--- config.mk ---
export PLATFORM = sky130hd
export DESIGN_NAME = uart_frame_receiver
export DESIGN_NICKNAME = d
export VERILOG_FILES = /design/src/rtl/uart_frame_receiver.sv
export SDC_FILE = /design/constraint.sdc
export NUM_CORES = 1
export LEC_CHECK = 0
export CAP_MARGIN = 0
export CORE_ASPECT_RATIO = 1.1
export CORE_MARGIN = 5
export CORE_UTILIZATION = 45
export CTS_BUF_LIST = sky130_fd_sc_hd__clkbuf_4 sky130_fd_sc_hd__clkbuf_8
export DETAILED_ROUTE_END_ITERATION = 12
export PLACE_DENSITY_LB_ADDON = 0.3
export REMOVE_ABC_BUFFERS = 1
export SYNTH_ARGS = -nofsm -noshare
export SYNTH_HDL_FRONTEND = slang
export SYNTH_SLANG_ARGS = --single-unit
--- constraint.sdc ---
create_clock -name clk -period 3.2 [get_ports clk]
set_clock_uncertainty 0.1 [all_clocks]
set_input_delay 0.48 -clock clk [delete_from_list [all_inputs] [get_ports clk]]
set_output_delay 0.48 -clock clk [all_outputs]
set_load 0.01 [all_outputs]
--- src/rtl/uart_frame_receiver.sv ---
// 8N1 UART receiver: 2-FF input synchronizer, 16x-oversampled framing FSM with
// glitch/framing-error rejection, and a small show-ahead byte FIFO with valid/ready pop.
module uart_frame_receiver #(
  parameter int CLK_FREQ   = 100_000_000,
  parameter int BAUD       = 9600,
  parameter int OVERSAMPLE = 16,
  parameter int FIFO_DEPTH = 4
) (
  input  logic       clk,
  input  logic       rst,
  input  logic       rx_i,
  output logic [7:0] rx_data_o,
  output logic       rx_valid_o,
  input  logic       rx_ready_i,
  output logic       frame_err_o,
  output logic       overrun_o,
  output logic       busy_o
);

  localparam int DIV    = CLK_FREQ / (BAUD * OVERSAMPLE);
  localparam int DIV_W  = (DIV > 1) ? $clog2(DIV) : 1;
  localparam int TICK_W = $clog2(OVERSAMPLE);
  localparam int PTR_W  = $clog2(FIFO_DEPTH);
  localparam int CNT_W  = PTR_W + 1;

  localparam logic [DIV_W-1:0]  DIV_LAST  = DIV_W'(DIV - 1);
  localparam logic [TICK_W-1:0] HALF_LAST = TICK_W'(OVERSAMPLE / 2 - 1);
  localparam logic [TICK_W-1:0] BIT_LAST  = TICK_W'(OVERSAMPLE - 1);
  localparam logic [CNT_W-1:0]  CNT_FULL  = CNT_W'(FIFO_DEPTH);

  typedef enum logic [2:0] {
    ST_IDLE  = 3'd0,
    ST_START = 3'd1,
    ST_DATA  = 3'd2,
    ST_STOP  = 3'd3,
    ST_BREAK = 3'd4
  } state_t;

  logic [1:0]        sync_r;
  logic              rx_s;
  state_t            state_r;
  state_t            state_nx_s;
  logic [DIV_W-1:0]  div_cnt_r;
  logic              tick_s;
  logic [TICK_W-1:0] tick_cnt_r;
  logic [2:0]        bit_cnt_r;
  logic [7:0]        shift_r;
  logic              restart_s;
  logic              bit_end_s;
  logic              shift_en_s;
  logic              push_s;
  logic              ferr_s;

  logic [7:0]        mem_r [FIFO_DEPTH];
  logic [PTR_W-1:0]  wr_ptr_r;
  logic [PTR_W-1:0]  rd_ptr_r;
  logic [CNT_W-1:0]  count_r;
  logic [CNT_W-1:0]  count_nx_s;
  logic              full_s;
  logic              pop_s;
  logic              push_ok_s;
  logic              ovr_s;
  logic              valid_r;
  logic              frame_err_r;
  logic              overrun_r;
  logic              busy_r;

  assign rx_s   = sync_r[1];
  assign tick_s = (div_cnt_r == DIV_LAST);

  // Input synchronizer; presets to the idle-high line level.
  always_ff @(posedge clk) begin
    if (rst) begin
      sync_r <= 2'b11;
    end else begin
      sync_r <= {sync_r[0], rx_i};
    end
  end

  // Frame FSM state register.
  always_ff @(posedge clk) begin
    if (rst) begin
      state_r <= ST_IDLE;
    end else begin
      state_r <= state_nx_s;
    end
  end

  // Frame FSM next state and per-cycle sampling strobes.
  always_comb begin
    state_nx_s = state_r;
    restart_s  = 1'b0;
    bit_end_s  = 1'b0;
    shift_en_s = 1'b0;
    push_s     = 1'b0;
    ferr_s     = 1'b0;
    case (state_r)
      ST_IDLE: begin
        if (!rx_s) begin
          state_nx_s = ST_START;
          restart_s  = 1'b1;
        end else begin
          state_nx_s = ST_IDLE;
        end
      end
      ST_START: begin
        if (tick_s && (tick_cnt_r == HALF_LAST)) begin
          bit_end_s  = 1'b1;
          state_nx_s = rx_s ? ST_IDLE : ST_DATA;
        end else begin
          state_nx_s = ST_START;
        end
      end
      ST_DATA: begin
        if (tick_s && (tick_cnt_r == BIT_LAST)) begin
          bit_end_s  = 1'b1;
          shift_en_s = 1'b1;
          state_nx_s = (bit_cnt_r == 3'd7) ? ST_STOP : ST_DATA;
        end else begin
          state_nx_s = ST_DATA;
        end
      end
      ST_STOP: begin
        if (tick_s && (tick_cnt_r == BIT_LAST)) begin
          bit_end_s = 1'b1;
          if (rx_s) begin
            push_s     = 1'b1;
            state_nx_s = ST_IDLE;
          end else begin
            ferr_s     = 1'b1;
            state_nx_s = ST_BREAK;
          end
        end else begin
          state_nx_s = ST_STOP;
        end
      end
      ST_BREAK: begin
        if (rx_s) begin
          state_nx_s = ST_IDLE;
        end else begin
          state_nx_s = ST_BREAK;
        end
      end
      default: begin
        state_nx_s = ST_IDLE;
      end
    endcase
  end

  // Baud divider, oversample tick counter, bit counter and shift register.
  always_ff @(posedge clk) begin
    if (rst) begin
      div_cnt_r  <= {DIV_W{1'b0}};
      tick_cnt_r <= {TICK_W{1'b0}};
      bit_cnt_r  <= 3'd0;
      shift_r    <= 8'd0;
    end else begin
      if (restart_s || tick_s) begin
        div_cnt_r <= {DIV_W{1'b0}};
      end else begin
        div_cnt_r <= div_cnt_r + DIV_W'(1);
      end
      if (restart_s || bit_end_s) begin
        tick_cnt_r <= {TICK_W{1'b0}};
      end else if (tick_s) begin
        tick_cnt_r <= tick_cnt_r + TICK_W'(1);
      end else begin
        tick_cnt_r <= tick_cnt_r;
      end
      if (state_r == ST_START) begin
        bit_cnt_r <= 3'd0;
      end else if (shift_en_s) begin
        bit_cnt_r <= bit_cnt_r + 3'd1;
      end else begin
        bit_cnt_r <= bit_cnt_r;
      end
      // LSB arrives first, so each new bit enters at the top.
      if (shift_en_s) begin
        shift_r <= {rx_s, shift_r[7:1]};
      end else begin
        shift_r <= shift_r;
      end
    end
  end

  assign pop_s     = valid_r & rx_ready_i;
  assign full_s    = (count_r == CNT_FULL);
  assign push_ok_s = push_s & (~full_s | pop_s);
  assign ovr_s     = push_s & full_s & ~pop_s;

  // FIFO occupancy after this cycle's push/pop.
  always_comb begin
    count_nx_s = count_r;
    case ({push_ok_s, pop_s})
      2'b10:   count_nx_s = count_r + CNT_W'(1);
      2'b01:   count_nx_s = count_r - CNT_W'(1);
      default: count_nx_s = count_r;
    endcase
  end

  // FIFO storage, pointers and registered status/pulse outputs.
  always_ff @(posedge clk) begin
    if (rst) begin
      for (int i = 0; i < FIFO_DEPTH; i++) begin
        mem_r[i] <= 8'd0;
      end
      wr_ptr_r    <= {PTR_W{1'b0}};
      rd_ptr_r    <= {PTR_W{1'b0}};
      count_r     <= {CNT_W{1'b0}};
      valid_r     <= 1'b0;
      frame_err_r <= 1'b0;
      overrun_r   <= 1'b0;
      busy_r      <= 1'b0;
    end else begin
      if (push_ok_s) begin
        mem_r[wr_ptr_r] <= shift_r;
        wr_ptr_r        <= wr_ptr_r + PTR_W'(1);
      end else begin
        wr_ptr_r <= wr_ptr_r;
      end
      if (pop_s) begin
        rd_ptr_r <= rd_ptr_r + PTR_W'(1);
      end else begin
        rd_ptr_r <= rd_ptr_r;
      end
      count_r     <= count_nx_s;
      valid_r     <= (count_nx_s != {CNT_W{1'b0}});
      frame_err_r <= ferr_s;
      overrun_r   <= ovr_s;
      busy_r      <= (state_nx_s != ST_IDLE);
    end
  end

  assign rx_data_o   = mem_r[rd_ptr_r];
  assign rx_valid_o  = valid_r;
  assign frame_err_o = frame_err_r;
  assign overrun_o   = overrun_r;
  assign busy_o      = busy_r;

endmodule
==> impl_results.md, run 1 <==
* CP max-delay cell: nand3_1
* Port Buffers at 15
* Clk pwr share at 42.2%
* Worst path arrival time at 2.86 ns
* Layout cells sized above 1 at 12.9%
* Syn Inst Count at 284
* RR Startpoint: div_cnt_r[0]
* WP data required at 3.32 ns
* Startpoint types: register
* Pre-antenna DRT Iters at 4
* Area occupied by multi-input gates at 1410 sq um
* Worst path cell trace: inv_1 > ha_1 > nand3b_1 > nor3_1 > nand3_1 > mux2i_1 > nor2_1
* Largest net degree at the start of global routing at 27
* Distinct cell type count after synthesis at 45
* N_diodes at 0
* Yosys Warn Count at 0
* Die X at 91.8 microns
* Worst-case reg-to-reg path depth at 7
* DRC at 0
* CP top delay family: simple AND/OR/NAND/NOR gates
* GR Util All Layers at 13.6%
* Yosys top cell area share at 29.0%
* Synth Area in Simple Gates at 22.8%
* Worst path max stage delay at 0.72 ns
* Clock Tree Buf Depth at 2
* Remaining antenna violation count at 0
* Syn avg cell area at 11.7 sq um
* Yosys reg bits at 75
* Clock sinks at 75
* Cell Area, Synth at 3310 sq um
* Buf/Inv on CP at 1
* Most frequent cells after synthesis: dfxtp_1 (43), nor2_1 (35), and2_1 (33)
* CTS buffer count at 9
* HP Start: sync_r[0]
* Sequential Area at 1820 sq um
* Count leader, synth: dfxtp_1
* Status: complete, no violations
* Initial antenna violation count at 0
* R2R Path End: shift_r[1]
* Hold WS at 0.318 ns
* CTS Root Cell: clkbuf_8
* Crit Path Max Fanout at 11
* Io pins at 16
* NetSw at 0.000398 W
* Post-DP HPWL at 3940 microns
* Asr flop ratio synth at 0%
* WP depth at 7
* Worst-skew pair later-pin latency at 0.34 ns
* Dominant synthesized flop cell: dfxtp_1
* Routed WL at 5570 microns
* PwrDens at 501 nW/um^2
* Sequential Power Share at 54.5%
* First-pass GRT wire length at 9830 microns
* Worst-path clk slew at 0.08 ns
* Worst Hold Class: register to register
* Critical Path Source: div_cnt_r[0]
* Finished Layout Cells at 394
* Post-placement cell count at 378
* Setup TNS Final at 0 ns
* Standby leakage power at 1.42 nW
* Final Power at 0.00189 W
* RSZ-0062 raised after global routing: false
* Worst slack, placed at 0.546 ns
* Mux cell area share after synthesis at 9.40%
* Tcrit/Tclk final at 85.5%
* Initial DRC Count at 88
* Synth Area in Compound Gates at 3.78%
* Max Transition Viols Final at 0
* Fillers at 617
* Die Height at 100 microns
* Critical path endpoint: shift_r[1]
* Die area at 9180 sq um
* Htree depth at 3
* F_max at 0.366 GHz
* Routability cong. at 0.776
* Slew HR at 44.0%
* WL per Instance at 14.1 microns
* Slew @ Worst Pin at 0.833 ns
* Critical Path Sink Type: register
* GR Overflow Total at 0
* FP Rows at 32
* Number of setup buffers added after CTS at 0
* Critical path class: register to register
* Sw frac at 21.0%
* Number of global-route vias before repair at 2103
* Final setup fails at 0
* Initial Util at 46.8%
* Largest family of logic cells by synthesized area: simple AND/OR/NAND/NOR gates
* DR vias at 2066
* Core Area at 7090 sq um
* # resized after CTS at 0
* Yosys top cell by area: edfxtp_1
* Sequential area share after synthesis at 55.0%
* CTS Hold Bufs at 0
* Combinational share of power at 3.3%
* Number of enable flip-flop cells after synthesis at 32
* Reg-to-reg slack, setup at 0.46 ns
* Area contributors post-synth: edfxtp_1 (29%), dfxtp_1 (26%), and2_1 (6.2%)
* MaxCap Viol Count at 0
* Synth Area in Adders at 2.49%
* Nets at 314
* CTS tree: done
* Int Pwr at 0.00149 W
* Worst setup margin at 0.465 ns
* Tmin final at 2.74 ns
* Via/cell ratio at 5.24
* Post-Synth XOR/XNOR Area at 4.23%
* Area Overhead vs Synth at 14.0%
* Hold Vio Cnt, Final at 0
* Peak VDD IR at 0.273 mV
logic make-up after synthesis:
logic type / after synthesis
AO/OA/AOI/OAI: 20
AND/OR/NAND/NOR: 129
XOR/XNOR: 16
flip-flops: 75
multiplexers: 21
buffers and inverters: 17
adder cells (fa/ha/maj): 6
power groups by stage:
stage	Combinational [W]	Clock (W)	Sequential [W]
after global placement	0.0000640	0	0.00105
final	0.0000630	0.000798	0.00103
after CTS	0.0000643	0.000825	0.00103
after floorplan	0.0000322	0	0.00105
after detailed placement	0.0000643	0	0.00105
after global routing	0.0000689	0.000865	0.00104
worst min-delay path by stage:
stage | end | slack [ns] | cells after the start
floorplan | sync_r[1] | 0.29 | 1
global placement | sync_r[1] | 0.29 | 1
detailed placement | sync_r[1] | 0.30 | 1
CTS | sync_r[1] | 0.32 | 1
global route | sync_r[1] | 0.34 | 1
finish | sync_r[1] | 0.32 | 1
final cells by class:
type,count,area share [%]
sequential,75,48.2
inverter,6,0.596
tap,85,2.82
multi-input combinational,192,37.4
clock inverter,7,2.68
clock buffer,9,3.28
timing repair buffer,20,4.97
cells in the final DEF (no fill, tap or decap), types with 7 or more instances in the layout:
master / count
xor2_1: 8
nand2_1: 13
and2_1: 33
and3_1: 7
dfxtp_1: 43
nor2_1: 35
mux2i_1: 12
clkdlybuf4s50_1: 15
edfxtp_1: 32
xnor2_1: 8
nand3_1: 7
clkbuf_8: 9
mux4_2: 8
registers in the layout, summed over array words and instances, names as in the netlist, named ones only:
signal	count
count_r	3
sync_r	2
wr_ptr_r	2
frame_err_o	1
overrun_o	1
rx_valid_o	1
busy_o	1
bit_cnt_r	3
state_r	3
rd_ptr_r	2
mem_r	32
tick_cnt_r	4
shift_r	8
div_cnt_r	10
stage by stage:
step	area, sq um	utilization [%]
after floorplan	3260	-
after global placement	3550	50.1
after detailed placement	3550	50.1
after CTS	3780	53.3
after global routing	3780	53.3
final	3780	53.3
routing by layer:
layer  vias to the layer above  part of all wire [%]  global-route usage, %
met1                       967                    46                   16.2
li1                       1051                     -                      -
met2                        44                    49                   23.2
met5                         -                     0                      0
met3                         4                   3.9                   2.47
met4                         0                  0.99                   7.77
(Power assumes the default switching activity.)
==> run 2, diff against run 1 <==
CORE_UTILIZATION = 35   (was 45)
GPL_TIMING_DRIVEN = 0   (was unset)
HOLD_SLACK_MARGIN = 0.15   (was unset)
==> impl_results.md, run 2 (synthesis results as in run 1) <==
* Status: complete, no violations
* Hold Vio Cnt, Final at 0 (unchanged)
* Die area at 11500 sq um (+25%)
* Clock Tree Buf Depth at 2 (unchanged)
* Slew HR at 29.0% (-15 points)
* Die X at 103 microns (+12%)
* Peak VDD IR at 0.197 mV (-28%)
* Tcrit/Tclk final at 87.4% (+2.0 points)
* R2R Path End: mem_r[0][3]
* Routability cong. at 0.782 (+0.76%)
* Die Height at 112 microns (+12%)
* RR Startpoint: div_cnt_r[0]
* Tmin final at 2.80 ns (+0.0629 ns)
* Biggest regs: mem_r x32, div_cnt_r x10, shift_r x8
* DRC at 0 (unchanged)
* MaxCap Viol Count at 0 (unchanged)
* Pre-antenna DRT Iters at 4 (unchanged)
* Initial antenna violation count at 0 (unchanged)
* Most frequent cells in the layout: dfxtp_1 (43), nor2_1 (35), and2_1 (33)
* Fin util at 40.6% (-13 points)
* Nets at 312 (-0.64%)
* Post-place instance area at 3560 sq um (+0.35%)
* HP Start: sync_r[0]
* DR vias at 2063 (-0.15%)
* First-pass GRT wire length at 9630 microns (-2.0%)
* Final Cell Area at 3770 sq um (about the same)
* Setup TNS Final at 0 ns (unchanged)
* Area Overhead vs Synth at 13.9% (about the same)
* Worst-path clk slew at 0.08 ns (about the same)
* Commonest non-fill, non-tap cell in the layout: dfxtp_1
* Hold EP: sync_r[1]
* Startpoint types: primary input
* PwrDens at 481 nW/um^2 (-3.9%)
* Post-DP HPWL at 4080 microns (+3.6%)
* GR Util All Layers at 10.8% (-2.8 points)
* N_diodes at 0 (unchanged)
* Crit Path Max Fanout at 27 (+16)
* Worst path arrival time at 2.73 ns (-0.13 ns)
* Critical path class: primary input to register
* Critical Path Sink Type: register
* Max Transition Viols Final at 0 (unchanged)
* GR Overflow Total at 0 (unchanged)
* Reg-to-reg slack, setup at 0.42 ns (-0.04 ns)
* Standby leakage power at 1.41 nW (-1.2%)
* RSZ-0062 raised after global routing: false
* Worst Hold Class: register to register
* Htree depth at 3 (unchanged)
* Port Buffers at 15 (unchanged)
* Worst-skew pair later-pin latency at 0.34 ns (about the same)
* FP Rows at 37 (+16%)
* Worst-case reg-to-reg path depth at 7 (unchanged)
* F_max at 0.357 GHz (-2.2%)
* Layout cells sized above 1 at 12.4% (-0.57 points)
* Area occupied by multi-input gates at 1420 sq um (+0.35%)
* Core Area at 9310 sq um (+31%)
* WP data required at 3.13 ns (-0.19 ns)
* Via/cell ratio at 4.87 (-7.2%)
* Number of global-route vias before repair at 1978 (-5.9%)
* Fillers at 888 (+44%)
* Slew @ Worst Pin at 1.06 ns (+0.229 ns)
* CTS buffer count at 9 (unchanged)
* CTS Root Cell: clkbuf_8
* Max reg flops at 32 (unchanged)
* Remaining antenna violation count at 0 (unchanged)
* Io pins at 16 (unchanged)
* Hold Path Depth at 1 (unchanged)
* WL per Instance at 14.0 microns (-1.1%)
* Largest Register: mem_r
* Sequential Area at 1820 sq um (unchanged)
* Final setup fails at 0 (unchanged)
* Initial Util at 35.6% (-11 points)
* CTS Hold Bufs at 0 (unchanged)
* Routed WL at 5930 microns (+6.4%)
* Clock sinks at 75 (unchanged)
* Initial DRC Count at 67 (-24%)
* Largest net degree at the start of global routing at 28 (+3.7%)
* CTS tree: done
[run 2: cell types whose count changed in the layout (fill, tap and decap cells not counted), sizes merged]
cell / change
buf: -2
bufinv: -1
clkbuf: +1
clkinvlp: -1
inv: +1
[run 2: critical path, stage by stage]
cell	delay [ns]
clkdlybuf4s50_1	0.96
nor4_4	0.51
and3_1	0.43
or2_2	0.34
[run 2: through the flow]
step | std cells | power [W] | setup slack (ns) | hold slack (ns)
after floorplan | 273 | 0.00108 | 0.805 | 0.289
after global placement | 405 | 0.00111 | -0.344 | 0.295
after detailed placement | 406 | 0.00112 | -0.378 | 0.293
after CTS | 422 | 0.00185 | 0.00249 | 0.312
after global routing | 424 | 0.00188 | 0.166 | 0.328
final | 424 | 0.00182 | 0.402 | 0.311
[run 2: layout make-up]
| cell class | count | share of cell area, % |
|---|---|---|
| multi-input combinational | 192 | 37.6 |
| clock inverter | 6 | 1.69 |
| sequential | 75 | 48.3 |
| clock buffer | 10 | 3.48 |
| tap | 117 | 3.88 |
| inverter | 6 | 0.597 |
| timing repair buffer | 18 | 4.51 |
[run 2: repair_timing]
| action | CTS | global route |
|---|---|---|
| endpoints found under the hold margin | 0 | 0 |
| endpoints found under the setup margin | 0 | 8 |
| gates resized for setup | 0 | 0 |
| setup buffers | 0 | 2 |
[run 2: where the power goes]
group / switching, W / internal, W / leakage, nW / total, W
clock: 0.000353 / 0.000371 / 0.0981 / 0.000724
sequential: 0.0000108 / 0.00102 / 0.651 / 0.00103
combinational: 0.0000334 / 0.0000281 / 0.656 / 0.0000615
total: 0.000398 / 0.00142 / 1.41 / 0.00182
[run 2: how the worst max path moves through the flow]
stage,startpoint,to,slack (ns),cells past startpoint
after floorplan,div_cnt_r[0],mem_r[0][0],0.81,7
after global placement,rst,mem_r[0][5],-0.34,4
after detailed placement,rst,mem_r[0][4],-0.38,4
after CTS,rst,mem_r[0][3],0.002,4
after global routing,div_cnt_r[0],shift_r[3],0.17,7
final,rst,mem_r[0][3],0.40,4
[run 2: metal layers]
metal / share of wire, % / up-vias / track usage (%)
li1: - / 1047 / -
met1: 43 / 980 / 12.4
met2: 52 / 27 / 19.1
met3: 2.8 / 9 / 2.05
met4: 2.1 / 0 / 5.18
met5: 0 / - / 0
